File: src/rtl/eth_tx_pkt_arbiter.sv
// rtl/eth_tx_pkt_arbiter.sv - packet-granular round-robin arbiter onto one Ethernet TX stream
// Ports:
//   i_clk, i_reset           clock, synchronous active-high reset
//   i_req_valid/sop/eop      per-requester beat handshake and packet framing
//   i_req_data/mod/flags     per-requester beat fields, flattened (requester k = slice k)
//   o_req_ready              per-requester beat accept
//   o_tx_valid/i_tx_ready    merged stream handshake toward the NAP Ethernet wrapper
//   o_tx_sop/eop/data/mod/flags  merged stream fields
//   o_grant                  one-hot current packet owner, 0 between packets
//   o_pkt_cnt                saturating packets-forwarded counter per requester, flattened
//   o_err_sop                sticky per requester: non-SOP beat offered while not owner
module eth_tx_pkt_arbiter #(
   parameter int NUM_REQ    = 4,
   parameter int DATA_WIDTH = 256,
   parameter int MOD_WIDTH  = 5,
   parameter int FLAG_WIDTH = 30,
   parameter int CNT_WIDTH  = 16
) (
   input  logic                            i_clk,
   input  logic                            i_reset,
   input  logic [NUM_REQ-1:0]              i_req_valid,
   output logic [NUM_REQ-1:0]              o_req_ready,
   input  logic [NUM_REQ-1:0]              i_req_sop,
   input  logic [NUM_REQ-1:0]              i_req_eop,
   input  logic [NUM_REQ*DATA_WIDTH-1:0]   i_req_data,
   input  logic [NUM_REQ*MOD_WIDTH-1:0]    i_req_mod,
   input  logic [NUM_REQ*FLAG_WIDTH-1:0]   i_req_flags,
   output logic                            o_tx_valid,
   input  logic                            i_tx_ready,
   output logic                            o_tx_sop,
   output logic                            o_tx_eop,
   output logic [DATA_WIDTH-1:0]           o_tx_data,
   output logic [MOD_WIDTH-1:0]            o_tx_mod,
   output logic [FLAG_WIDTH-1:0]           o_tx_flags,
   output logic [NUM_REQ-1:0]              o_grant,
   output logic [NUM_REQ*CNT_WIDTH-1:0]    o_pkt_cnt,
   output logic [NUM_REQ-1:0]              o_err_sop
);

   localparam int IDX_W = $clog2(NUM_REQ);

   // The idle cycle doubles as the arbitration cycle: when an eligible SOP is
   // present the winner is registered on that same edge, so exactly one dead
   // cycle separates consecutive packets.
   typedef enum logic {
      S_IDLE = 1'b0,
      S_LOCK = 1'b1
   } state_t;

   state_t                 state_q, state_d;
   logic [IDX_W-1:0]       grant_q;
   logic [IDX_W-1:0]       rr_ptr_q;
   logic [IDX_W-1:0]       win_idx;
   logic                   win_found;
   logic [CNT_WIDTH-1:0]   cnt_q [NUM_REQ];
   logic [NUM_REQ-1:0]     err_q;
   logic [NUM_REQ-1:0]     err_set;
   logic                   locked;
   logic                   sel_valid;
   logic                   sel_sop;
   logic                   sel_eop;
   logic [DATA_WIDTH-1:0]  sel_data;
   logic [MOD_WIDTH-1:0]   sel_mod;
   logic [FLAG_WIDTH-1:0]  sel_flags;
   logic                   eop_accept;

   assign locked = (state_q == S_LOCK);

   // Round-robin search starting one past the last packet owner.
   always_comb begin
      int               cand;
      logic [IDX_W-1:0] cand_idx;
      win_found = 1'b0;
      win_idx   = '0;
      cand      = 0;
      cand_idx  = '0;
      for (int i = 1; i <= NUM_REQ; i++) begin
         cand     = (int'(rr_ptr_q) + i) % NUM_REQ;
         cand_idx = IDX_W'(cand);
         if (!win_found && i_req_valid[cand_idx] && i_req_sop[cand_idx]) begin
            win_found = 1'b1;
            win_idx   = cand_idx;
         end
      end
   end

   // Zero-latency field mux from the registered owner.
   always_comb begin
      sel_valid = 1'b0;
      sel_sop   = 1'b0;
      sel_eop   = 1'b0;
      sel_data  = '0;
      sel_mod   = '0;
      sel_flags = '0;
      for (int k = 0; k < NUM_REQ; k++) begin
         if (grant_q == IDX_W'(k)) begin
            sel_valid = i_req_valid[k];
            sel_sop   = i_req_sop[k];
            sel_eop   = i_req_eop[k];
            sel_data  = i_req_data[k*DATA_WIDTH +: DATA_WIDTH];
            sel_mod   = i_req_mod[k*MOD_WIDTH +: MOD_WIDTH];
            sel_flags = i_req_flags[k*FLAG_WIDTH +: FLAG_WIDTH];
         end
      end
   end

   always_comb begin
      o_tx_valid = locked && sel_valid && !i_reset;
      o_tx_sop   = o_tx_valid && sel_sop;
      o_tx_eop   = o_tx_valid && sel_eop;
      o_tx_data  = sel_data;
      o_tx_mod   = sel_mod;
      o_tx_flags = sel_flags;
      eop_accept = o_tx_valid && i_tx_ready && sel_eop;
   end

   // Stray non-SOP beats are drained only while no packet is locked; during a
   // packet a non-owner's stray beat is flagged but left pending.
   always_comb begin
      o_req_ready = '0;
      err_set     = '0;
      for (int k = 0; k < NUM_REQ; k++) begin
         if (locked) begin
            if (grant_q == IDX_W'(k)) begin
               o_req_ready[k] = i_tx_ready;
            end else begin
               err_set[k] = i_req_valid[k] && !i_req_sop[k];
            end
         end else begin
            o_req_ready[k] = i_req_valid[k] && !i_req_sop[k];
            err_set[k]     = i_req_valid[k] && !i_req_sop[k];
         end
      end
      if (i_reset) begin
         o_req_ready = '0;
      end
   end

   always_comb begin
      o_grant = '0;
      if (locked) begin
         o_grant = NUM_REQ'(1) << grant_q;
      end
   end

   always_comb begin
      o_pkt_cnt = '0;
      for (int k = 0; k < NUM_REQ; k++) begin
         o_pkt_cnt[k*CNT_WIDTH +: CNT_WIDTH] = cnt_q[k];
      end
   end

   assign o_err_sop = err_q;

   always_comb begin
      state_d = state_q;
      case (state_q)
         S_IDLE:  if (win_found)  state_d = S_LOCK;
         S_LOCK:  if (eop_accept) state_d = S_IDLE;
         default: state_d = S_IDLE;
      endcase
   end

   always_ff @(posedge i_clk) begin
      if (i_reset) begin
         state_q  <= S_IDLE;
         grant_q  <= '0;
         rr_ptr_q <= IDX_W'(NUM_REQ - 1);
         err_q    <= '0;
         for (int k = 0; k < NUM_REQ; k++) begin
            cnt_q[k] <= '0;
         end
      end else begin
         state_q <= state_d;
         err_q   <= err_q | err_set;
         if (!locked && win_found) begin
            grant_q <= win_idx;
         end
         if (eop_accept) begin
            rr_ptr_q <= grant_q;
            if (cnt_q[grant_q] != {CNT_WIDTH{1'b1}}) begin
               cnt_q[grant_q] <= cnt_q[grant_q] + CNT_WIDTH'(1);
            end
         end
      end
   end

endmodule

File: config.mk
export PLATFORM = sky130hd
export DESIGN_NAME = eth_tx_pkt_arbiter
export DESIGN_NICKNAME = d
export VERILOG_FILES = /design/src/rtl/eth_tx_pkt_arbiter.sv
export SDC_FILE = /design/constraint.sdc
export NUM_CORES = 1
export LEC_CHECK = 0
export ABC_AREA = 1
export CAP_MARGIN = 0
export CORE_AREA = 2 2 606 608
export DETAILED_ROUTE_END_ITERATION = 10
export DIE_AREA = 0 0 608 610
export GPL_TIMING_DRIVEN = 0
export PLACE_DENSITY = 0.3
export SLEW_MARGIN = 20
export SYNTH_ARGS = -nofsm -noshare
export SYNTH_HDL_FRONTEND = slang
export SYNTH_SLANG_ARGS = --single-unit
File: constraint.sdc
create_clock -name i_clk -period 4.15 [get_ports i_clk]
set_clock_uncertainty 0.15 [all_clocks]
set_input_delay 0.83 -clock i_clk [delete_from_list [all_inputs] [get_ports i_clk]]
set_output_delay 0.83 -clock i_clk [all_outputs]
set_load 0.02 [all_outputs]
==> results of run 1 <==
==> cell families (layout without fill, tap and decap cells) <==
| group | count (synthesis) | after routing | synth area share |
|---|---|---|---|
| other | 0 | 48 | 0 |
| AOI/OAI and AO/OA | 32 | 32 | 0.0159 |
| buffers and inverters | 191 | 1770 | 0.0764 |
| and+or+nand+nor | 1775 | 1775 | 0.700 |
| DFF | 75 | 75 | 0.198 |
| adders and majority gates | 1 | 1 | 0.00116 |
| xor gates and xnor gates | 9 | 9 | 0.00868 |
==> sequential cells by signal, indices dropped and copies added, names as in the netlist, named ones only <==
signal     cells
o_err_sop      4
cnt_q         64
grant_q        2
rr_ptr_q       2
locked         1
==> final timing paths <==
| kind | from | to | slack (ps) |
|---|---|---|---|
| hold / removal | o_err_sop[3] | o_err_sop[3] | 310 |
| setup reg to reg | register | cnt_q[1][11] | 510 |
| hold reg to reg | o_err_sop[3] | o_err_sop[3] | 310 |
| setup / recovery | grant_q[1] | o_tx_data[225] | 30 |
==> layout make-up <==
cell class              count  area share
plain buffers             145      0.0251
clock buffers               9     0.00679
diodes                     48     0.00362
repair buffers           1563       0.471
multi-input cells        1817       0.239
inverters                  46     0.00543
clock inverters             7     0.00320
flip-flops and latches     75      0.0646
well taps                4816       0.182
==> timing repair <==
item | CTS | global route
endpoints found under the setup margin | 294 | 133
resized for setup | 387 | 95
setup buffers | 9 | 0
pin swaps | 10 | 2
==> Yosys cell counts (3+ instances only) <==
library cell,count
dfxtp_1,11
nand3_1,51
nand2_2,3
a21oi_1,17
buf_6,5
nor2_1,94
inv_2,7
nand2_1,1319
nand4_1,292
edfxtp_1,64
o21ai_0,9
xor2_1,6
buf_2,31
nor2_4,3
inv_1,37
nand3_4,3
clkbuf_1,100
buf_4,8
nor2_2,5
==> routing by layer <==
| layer | GRT usage | wire (um) | share of wire | vias to the layer above |
|---|---|---|---|---|
| met3 | 0.110 | 48600 | 0.15 | 406 |
| met2 | 0.260 | 140000 | 0.44 | 1554 |
| li1 | - | - | - | 10100 |
| met5 | 0 | 954 | 0.0030 | - |
| met1 | 0.180 | 118000 | 0.37 | 11000 |
| met4 | 0.0311 | 8440 | 0.027 | 144 |
==> worst reg2reg max path, stage by stage (launching register included) <==
cell and delay, ps:
dfxtp_1 310, buf_4 160, inv_2 120, buf_4 220, nor2_1 130, o21ai_0 80, nand2_1 160, ha_1 220
inv_1 50, nor2_1 220, nand2_2 140, nor2_4 220, nand2_4 130, nand3_4 140, buf_6 180, nand2_1 540
==> power groups by stage <==
stage	clock (mW)	combinational, mW	sequential [mW]
finish	0.912	13.4	0.919
global route	0.958	14.1	0.926
CTS	0.931	13.7	0.919
detailed placement	0	13.8	0.932
global placement	0	13.9	0.933
floorplan	0	4.13	0.963
==> metrics by stage <==
step                setup WS [ps]  power, mW  hold WS, ps  cell area [um2]
finish                       32.2       15.2          310            33200
global route                -75.6       16.0          344            33100
CTS                         -81.7       15.6          310            33100
detailed placement          -1230       14.8          301            32500
global placement            -2500       14.8          297            32300
floorplan                     697       5.09          338            10800
==> results by group, run 1 <==
Clocking
  – Cts-stage hold buffer count: 0
  – CTS tree: done
  – Num CTS Buffers: 9
  – Clock Latency Late Sink: 340 ps
  – Clock-pin slew on the worst setup and hold paths: 60 ps
  – Depth of the CTS H-tree: 3
  – Sink Count: 75
  – CTS Buffer Depth: 2
  – CTS Root Cell: clkbuf_16

Synth
  – Post-synth EDFFs: 64
  – Yosys cell types: 33
  – Post-synth ARST share: 0
  – FF+latch count, synth: 75
  – Warnings, synthesis: 0
  – Dominant cell type by area after synthesis: nand2_1
  – Post-synthesis cell area: 10800 um2
  – Syn Inst Count: 2083
  – Primary FF master, synth: edfxtp_1
  – Average size of a mapped cell: 5.19 um2
  – Post-Syn Nets: 3263
  – Synth top area share: 0.458
  – Post-synthesis sequential area ratio: 0.198
  – Main area contributors after synthesis: nand2_1, edfxtp_1, nand4_1, clkbuf_1, nor2_1

Power
  – Clock share of power: 0.060
  – NetSw: 9.93 mW
  – Cell area power density: 458 nW/um2
  – Leakage: ~11 nW
  – IR drop worst, VDD: 214 uV
  – Sequential share of power: 0.061
  – Combinational share of power: 0.879
  – Sw frac: 0.654
  – P_int: approximately 5.3 mW

Worst hold path
  – Hold Path Class: reg2reg
  – Worst hold path depth: 2

Worst setup path
  – Largest delay share family, worst path: buffers and inverters
  – Crit path depth: 8
  – Critical Path Start Type: register
  – Setup crit end kind: output port
  – Worst path required time: approximately 3200 ps
  – CP cell instances: inv_2 > nor2_4 > buf_12 > clkbuf_4 > clkbuf_1 > nand2_1 > nand4_1 > clkdlybuf4s50_1
  – Kind of critical path: reg2out
  – CP peak stage delay: between 600 and 700 ps
  – Worst Path Buf+Inv: 5
  – Slowest-stage cell, CP: clkdlybuf4s50_1
  – CP max FO: 10
  – Worst r2r path cells: 15
  – Critical Path AT: between 3000 and 4000 ps

Floorplanning
  – Die Footprint: about 370000 um2
  – Row count: 222
  – Die extent in y: about 600 um
  – Chip Width: 608 um
  – Starting density of the core: 0.0297
  – I/O Pins: about 1500
  – Core area: 364000 um2

Global routing
  – Overflow left after global routing: 0
  – Largest net degree at the start of global routing: 17
  – Vias in the first global route: roughly 23000
  – First-pass GRT wire length: roughly 370 mm
  – GRT Total Usage: 0.163
  – Initial antenna violation count: 263

Drt
  – ANT nets after route: 0
  – Via count: 23200
  – Via density per instance: 2.72
  – Initial drt markers: 1872
  – Drt drc: 0
  – Drt pass-1 iters: 6
  – WL/cell: 37.1 um
  – WL final: 317 mm

STA
  – Max Slew Vio Count: 0
  – Final setup vio count: 0
  – Hold Vio Cnt, Final: 0
  – Tcrit/Tclk final: 0.992
  – Setup TNS: 0 ps
  – Fin crit period: between 4000 and 5000 ps
  – Max Clk Rate: 243 MHz
  – Tightest Pin Transition: 886 ps
  – Max_slew headroom: 0.408
  – Unrepaired setup endpoints after global routing: true

Placement
  – Post-DP HPWL: 299 mm
  – Placer Congestion: 0.984
  – Post-Place Cells: between 8000 and 9000
  – Number of port buffers: 1548

Cells and area
  – Fill cells: 42900
  – Fin util: 0.0911
  – Area delta synth->final: 207%
  – Layout cells sized above 1: 0.0737
  – Most common cell after layout, fill and taps aside: clkdlybuf4s50_1
  – Area of the multi-input gates: 7920 um2
  – Nets: slightly below 5000
  – Most frequent cells in the layout: clkdlybuf4s50_1, nand2_1, nand4_1
  – Storage cell area: approximately 2100 um2
  – Post-layout instance count excluding filler cells: roughly 8500

Run
  – Number of max-cap violations: 0

Run status
  – Outcome: completed
Power figures use the tool's default switching activity.
==> run 2: changes to the inputs <==
- CTS_BUF_LIST: default -> sky130_fd_sc_hd__clkbuf_8
- SKIP_LAST_GASP: default -> 1
==> run 2 against run 1 <==
Sequential power is essentially flat. Sequential share of layout area is essentially flat. Cell area shrank 0.26%. Worst hold slack gained 4.0 ps. Flip-flop and latch count is the same. Combinational power is essentially flat. Critical endpoint is now o_tx_data[71]. Largest cell class unchanged.
==> results by group, run 2 (synthesis gave the netlist of run 1 again) <==
Placement
  – Number of port buffers: 1548 (unchanged)
  – Placer Congestion: 0.984 (unchanged)
  – Post-DP HPWL: 299 mm (unchanged)

Cells and area
  – Most frequent cells in the layout: clkdlybuf4s50_1, nand2_1, nand4_1
  – Most common cell after layout, fill and taps aside: clkdlybuf4s50_1
  – Layout cells sized above 1: 0.0830 (+0.00928)
  – Max FFs per register: 64 (unchanged)
  – Nets: 4837 (unchanged)
  – Largest reg by FF count: cnt_q
  – Area delta synth->final: 206%
  – Fill cells: 42900 (+0.028%)

Worst hold path
  – Worst hold path depth: 2 (unchanged)
  – Hold Path Class: reg2reg

Clocking
  – Depth of the CTS H-tree: 3 (unchanged)
  – Clock-pin slew on the worst setup and hold paths: 90 ps (+30 ps)
  – CTS Root Cell: clkbuf_8
  – CTS Buffer Depth: 2 (unchanged)
  – CTS tree: done
  – Sink Count: 75 (unchanged)
  – Num CTS Buffers: 9 (unchanged)
  – Clock Latency Late Sink: 360 ps (+20 ps)

Drt
  – WL final: 317 mm (about the same)
  – ANT nets after route: 0 (unchanged)
  – Via count: 23200 (+0.078%)
  – Max Used Layer: met5
  – WL/cell: 37.1 um (about the same)
  – Met1 Wirelength: 118 mm (-0.80%)
  – Met3 routed WL: 49.5 mm (+1.8%)
  – Drt pass-1 iters: 6 (unchanged)
  – Via density per instance: 2.72 (about the same)
  – Met2 wire length: 141 mm (+0.24%)
  – Initial drt markers: 1875 (+0.16%)
  – Drt drc: 0 (unchanged)

STA
  – Max_slew headroom: 0.396 (-0.0115)
  – Tightest Pin Transition: 904 ps (+17.3 ps)
  – Final setup vio count: 0 (unchanged)
  – Max Clk Rate: 242 MHz (-0.20%)
  – Hold Vio Cnt, Final: 0 (unchanged)
  – Tcrit/Tclk final: 0.994 (+0.00197)
  – Setup TNS: 0 ps (unchanged)
  – Max Slew Vio Count: 0 (unchanged)
  – Fin crit period: 4130 ps (+8.17 ps)
  – Unrepaired setup endpoints after global routing: true

Worst setup path
  – CP peak stage delay: 710 ps (+80 ps)
  – Critical Path AT: 3150 ps (about the same)
  – Setup crit end kind: output port
  – Largest delay share family, worst path: buffers and inverters
  – Crit path depth: 9 (+1)
  – Worst path required time: 3170 ps (about the same)
  – Slowest-stage cell, CP: dlygate4sd2_1
  – Worst Path Buf+Inv: 6 (+1)
  – CP cell instances: buf_2 > nor2_4 > buf_12 > clkbuf_2 > buf_12 > clkbuf_1 > nand2_1 > nand4_1 > dlygate4sd2_1
  – Kind of critical path: reg2out
  – Most used cell, CP: buf_12
  – Worst r2r path cells: 15 (unchanged)
  – Critical Path Start Type: register
  – CP max FO: 10 (unchanged)

Floorplanning
  – Chip Width: 608 um (unchanged)
  – Row count: 222 (unchanged)
  – I/O Pins: 1549 (unchanged)
  – Die extent in y: 610 um (unchanged)
  – Die Footprint: 371000 um2 (unchanged)
  – Starting density of the core: 0.0297 (unchanged)
  – Core area: 364000 um2 (unchanged)

Global routing
  – Overflow left after global routing: 0 (unchanged)
  – Vias in the first global route: 22600 (-0.031%)
  – Initial antenna violation count: 266 (+1.1%)
  – Largest net degree at the start of global routing: 17 (unchanged)
  – GRT Total Usage: 0.163 (about the same)
  – First-pass GRT wire length: 366 mm (about the same)

Run
  – Number of max-cap violations: 0 (unchanged)

Power
  – Leakage: 11.5 nW (-0.21%)
  – Pwr Total: 14.9 mW (-1.6%)
  – Cell area power density: 452 nW/um2 (-1.3%)
  – IR drop worst, VDD: 212 uV (-1.0%)

Run status
  – Outcome: completed
## run 2: power breakdown
group	total, mW	internal, mW	switching [mW]
registers	0.918	0.873	0.0452
logic	13.3	3.78	9.55
clock network	0.698	0.393	0.305
total	14.9	5.05	9.90
## run 2: final cells by class
cell class / count / area, um2 / area share
Sequential cell: 75 / 2140 / 0.0648
Multi-Input combinational cell: 1817 / 7970 / 0.241
Buffer: 145 / 851 / 0.0257
Inverter: 46 / 180 / 0.00544
Tap cell: 4816 / 6030 / 0.182
Clock inverter: 7 / 106 / 0.00321
Clock buffer: 9 / 124 / 0.00374
Antenna cell: 50 / 125 / 0.00378
Timing Repair Buffer: 1563 / 15600 / 0.471
## run 2: worst paths after layout
| check | from | endpoint | slack, ps |
|---|---|---|---|
| max | grant_q[0] | o_tx_data[71] | 20 |
| min | o_err_sop[3] | o_err_sop[3] | 310 |
| max reg2reg | register | cnt_q[1][14] | 490 |
| min reg2reg | o_err_sop[3] | o_err_sop[3] | 310 |
## run 2: per-stage QoR
step	setup WS, ps	hold WS (ps)	std cells	instance area (um2)	util
finish	24.1	314	8528	33100	0.0908
global route	-190	348	8490	33000	0.0906
CTS	-242	314	8478	33000	0.0906
detailed placement	-1230	301	8453	32500	0.0892
global placement	-2500	297	8447	32300	0.0887
floorplan	697	338	2083	10800	-
## run 2: worst reg2reg max path: stages (launching register included)
cell and delay [ps]:
dfxtp_1 320, buf_4 160, inv_2 120, buf_4 220, nor2_1 130, o21ai_0 80, nand2_1 150, ha_1 220
inv_1 50, nor2_1 230, nand2_2 140, nor2_4 230, nand2_4 140, nand3_4 140, buf_6 180, nand2_1 540
## run 2: metal layers
| metal | global-route usage | vias up |
|---|---|---|
| met3 | 0.111 | 399 |
| met2 | 0.260 | 1558 |
| met1 | 0.179 | 11000 |
| met5 | 0 | - |
| li1 | - | 10100 |
| met4 | 0.0309 | 146 |
## run 2: what timing repair did
| item | 4_1_cts | 5_1_grt |
|---|---|---|
| hold buffers | 0 | 0 |
| hold endpoints to repair | 0 | 0 |
| resized for setup | 420 | 134 |
| endpoints found under the setup margin | 294 | 156 |
| buffers inserted | 9 | 0 |
| pin swaps | 12 | 1 |
==> run 3: changes to the inputs <==
- GPL_TIMING_DRIVEN: 0 -> default
==> run 3 against run 2 <==
Routed wire length is 3.3% lower. Non-clock buffer count is 83 lower. Worst hold slack worse by 4.3 ps. Critical endpoint is now o_tx_data[22]. Total power is 7.5% higher. Largest cell class unchanged. First-iteration DRC count is 15% lower.
==> results by group, run 3 (synthesis gave the netlist of run 1 again) <==
Worst setup path
  – CP max FO: 43 (+33)
  – Worst Path Buf+Inv: 4 (-2)
  – Critical Path Start Type: register
  – Flop-to-flop setup slack: 800 ps (+310 ps)
  – Worst r2r path cells: 17 (+2)
  – Critical Path AT: 3000 ps (-150 ps)
  – Largest delay share family, worst path: buffers and inverters
  – Most used cell, CP: buf_12
  – Worst path required time: 3170 ps (about the same)
  – Kind of critical path: reg2out
  – RR Endpoint: cnt_q[2][0]
  – Slowest-stage cell, CP: clkdlybuf4s50_1
  – CP peak stage delay: 730 ps (+20 ps)
  – CP cell instances: inv_2 > nor2_4 > buf_12 > buf_12 > nand2_1 > nand4_1 > clkdlybuf4s50_1
  – Setup crit end kind: output port
  – FF-to-FF Start: grant_q[1]

Drt
  – Drt drc: 0 (unchanged)
  – Drt pass-1 iters: 5 (-1)
  – WL final: 306 mm (-3.3%)
  – WL/cell: 36.3 um (-2.3%)
  – Via density per instance: 2.69 (-1.0%)
  – Initial drt markers: 1594 (-15%)
  – Via count: 22700 (-2.0%)
  – ANT nets after route: 0 (unchanged)

Power
  – P_int: 6.31 mW (+25%)
  – IR drop worst, VDD: 223 uV (+5.4%)
  – Combinational share of power: 0.901 (+0.009)
  – Leakage: 11.5 nW (+0.11%)
  – NetSw: 9.76 mW (-1.4%)
  – Sequential share of power: 0.058 (-0.003)
  – Pwr Total: 16.1 mW (+7.5%)
  – Clock share of power: 0.040 (-0.007)
  – Cell area power density: 471 nW/um2 (+4.3%)
  – Sw frac: 0.607 (-0.0549)

Clocking
  – Num CTS Buffers: 9 (unchanged)
  – Clock Latency Late Sink: 360 ps (about the same)
  – Post-CTS Setup Inserts: 0 (-9)
  – CTS tree: done
  – Sink Count: 75 (unchanged)
  – Depth of the CTS H-tree: 3 (unchanged)
  – Clock-pin slew on the worst setup and hold paths: 90 ps (about the same)
  – Cts-stage hold buffer count: 0 (unchanged)
  – CTS Buffer Depth: 2 (unchanged)
  – CTS Root Cell: clkbuf_8

Floorplanning
  – Row count: 222 (unchanged)
  – Starting density of the core: 0.0297 (unchanged)
  – I/O Pins: 1549 (unchanged)
  – Chip Width: 608 um (unchanged)
  – Die Footprint: 371000 um2 (unchanged)
  – Core area: 364000 um2 (unchanged)
  – Die extent in y: 610 um (unchanged)

Run status
  – Outcome: completed

STA
  – Final setup vio count: 0 (unchanged)
  – Tcrit/Tclk final: 0.958 (-0.0358)
  – Hold Vio Cnt, Final: 0 (unchanged)
  – Max_slew headroom: 0.447 (+0.0510)
  – Unrepaired setup endpoints after global routing: false
  – Setup TNS: 0 ps (unchanged)
  – WHS: 310 ps (-4.30 ps)
  – Tightest Pin Transition: 826 ps (-77.3 ps)
  – Max Slew Vio Count: 0 (unchanged)
  – Max Clk Rate: 251 MHz (+3.7%)
  – Fin crit period: 3980 ps (-149 ps)

Placement
  – Placer Congestion: 0.985 (about the same)
  – Post-DP HPWL: 287 mm (-4.1%)
  – Number of port buffers: 1548 (unchanged)

Global routing
  – Vias in the first global route: 22900 (+1.5%)
  – Overflow left after global routing: 0 (unchanged)
  – GRT Total Usage: 0.159 (-0.00477)
  – Initial antenna violation count: 286 (+7.5%)
  – First-pass GRT wire length: 360 mm (-1.7%)
  – Largest net degree at the start of global routing: 65 (+48)

Cells and area
  – Layout cells sized above 1: 0.0830 (about the same)
  – Nets: 4754 (-1.7%)
  – Most frequent cells in the layout: clkdlybuf4s50_1, nand2_1, nand4_1
  – Fin util: 0.0936 (+0.00277)
  – Max FFs per register: 64 (unchanged)
  – Most common cell after layout, fill and taps aside: clkdlybuf4s50_1
  – Area delta synth->final: 215%
  – Largest reg by FF count: cnt_q

Worst hold path
  – Worst hold path depth: 2 (unchanged)
  – Hold path endpoint: o_err_sop[3]
  – Hold Path Class: reg2reg
  – Min-delay src: o_err_sop[3]

Run
  – Number of max-cap violations: 0 (unchanged)
## run 3: changes by cell type in the layout (fill, tap and decap cells not counted), sizes merged
cell / change
diode: -1
clkinv: -1
clkdlybuf4s50: +10
clkbuf: -122
dlymetal6s2s: -24
clkdlybuf4s18: -2
dlygate4sd2: -66
clkinvlp: +2
clkdlybuf4s15: -52
bufinv: -1
buf: +173
## run 3: cell type report
| type | instances | area [um2] |
|---|---|---|
| Sequential cell | 75 | 2140 |
| Timing Repair Buffer | 1625 | 17600 |
| Tap cell | 4816 | 6030 |
| Inverter | 46 | 183 |
| Clock buffer | 9 | 124 |
| Fill cell | 42800 | 330000 |
| Multi-Input combinational cell | 1817 | 7870 |
| Clock inverter | 7 | 92.6 |
| Antenna cell | 49 | 123 |
## run 3: worst reg2reg max path: stages (launching register included)
cell,delay (ps)
dfxtp_2,430
inv_2,80
nor2_4,230
buf_12,300
buf_12,350
nand2_1,130
nand3_1,80
nand2_1,60
nand2_1,90
buf_4,160
inv_2,120
nand3_1,220
inv_4,140
nand2_4,100
buf_4,260
nor2_2,80
inv_2,70
nor2_1,40
## run 3: stage by stage
stage	setup slack [ps]	instances	instance area (um2)
6_report	173	8444	34100
3_3_place_gp	-20.0	8380	33800
3_5_place_dp	65.6	8380	33800
5_1_grt	30.6	8411	34000
2_1_floorplan	697	2083	10800
4_1_cts	-20.1	8396	34000
## run 3: worst max path at each step
stage | startpoint | end | slack, ps | cells after the start
after floorplan | i_reset | cnt_q[3][0] | 700 | 9
after global placement | grant_q[0] | o_tx_data[227] | -20 | 6
after detailed placement | grant_q[0] | o_tx_data[227] | 70 | 6
after CTS | grant_q[1] | o_tx_data[244] | -20 | 8
after global routing | grant_q[1] | o_tx_data[22] | 30 | 7
final | grant_q[1] | o_tx_data[22] | 170 | 7
## run 3: routing by layer
metal,up-vias,global-route usage,share of wire
met5,-,0,0.0026
met4,120,0.0224,0.022
met3,429,0.0988,0.14
met2,1454,0.257,0.45
met1,10900,0.179,0.39
li1,9872,-,-
## run 3: what timing repair did
item	4_1_cts	5_1_grt
gates resized for setup	7	0
gates cloned	0	0
pin swaps	1	1
setup endpoints to repair	17	1
endpoints found under the hold margin	0	0
## run 3: power by group through the flow
stage                     logic, mW  registers (mW)  clock network (mW)
after detailed placement       14.9           0.953                   0
final                          14.5           0.938               0.647
after global routing           15.4           0.945               0.698
after CTS                      15.0           0.939               0.667
after global placement         15.1           0.954                   0
after floorplan                4.13           0.963                   0
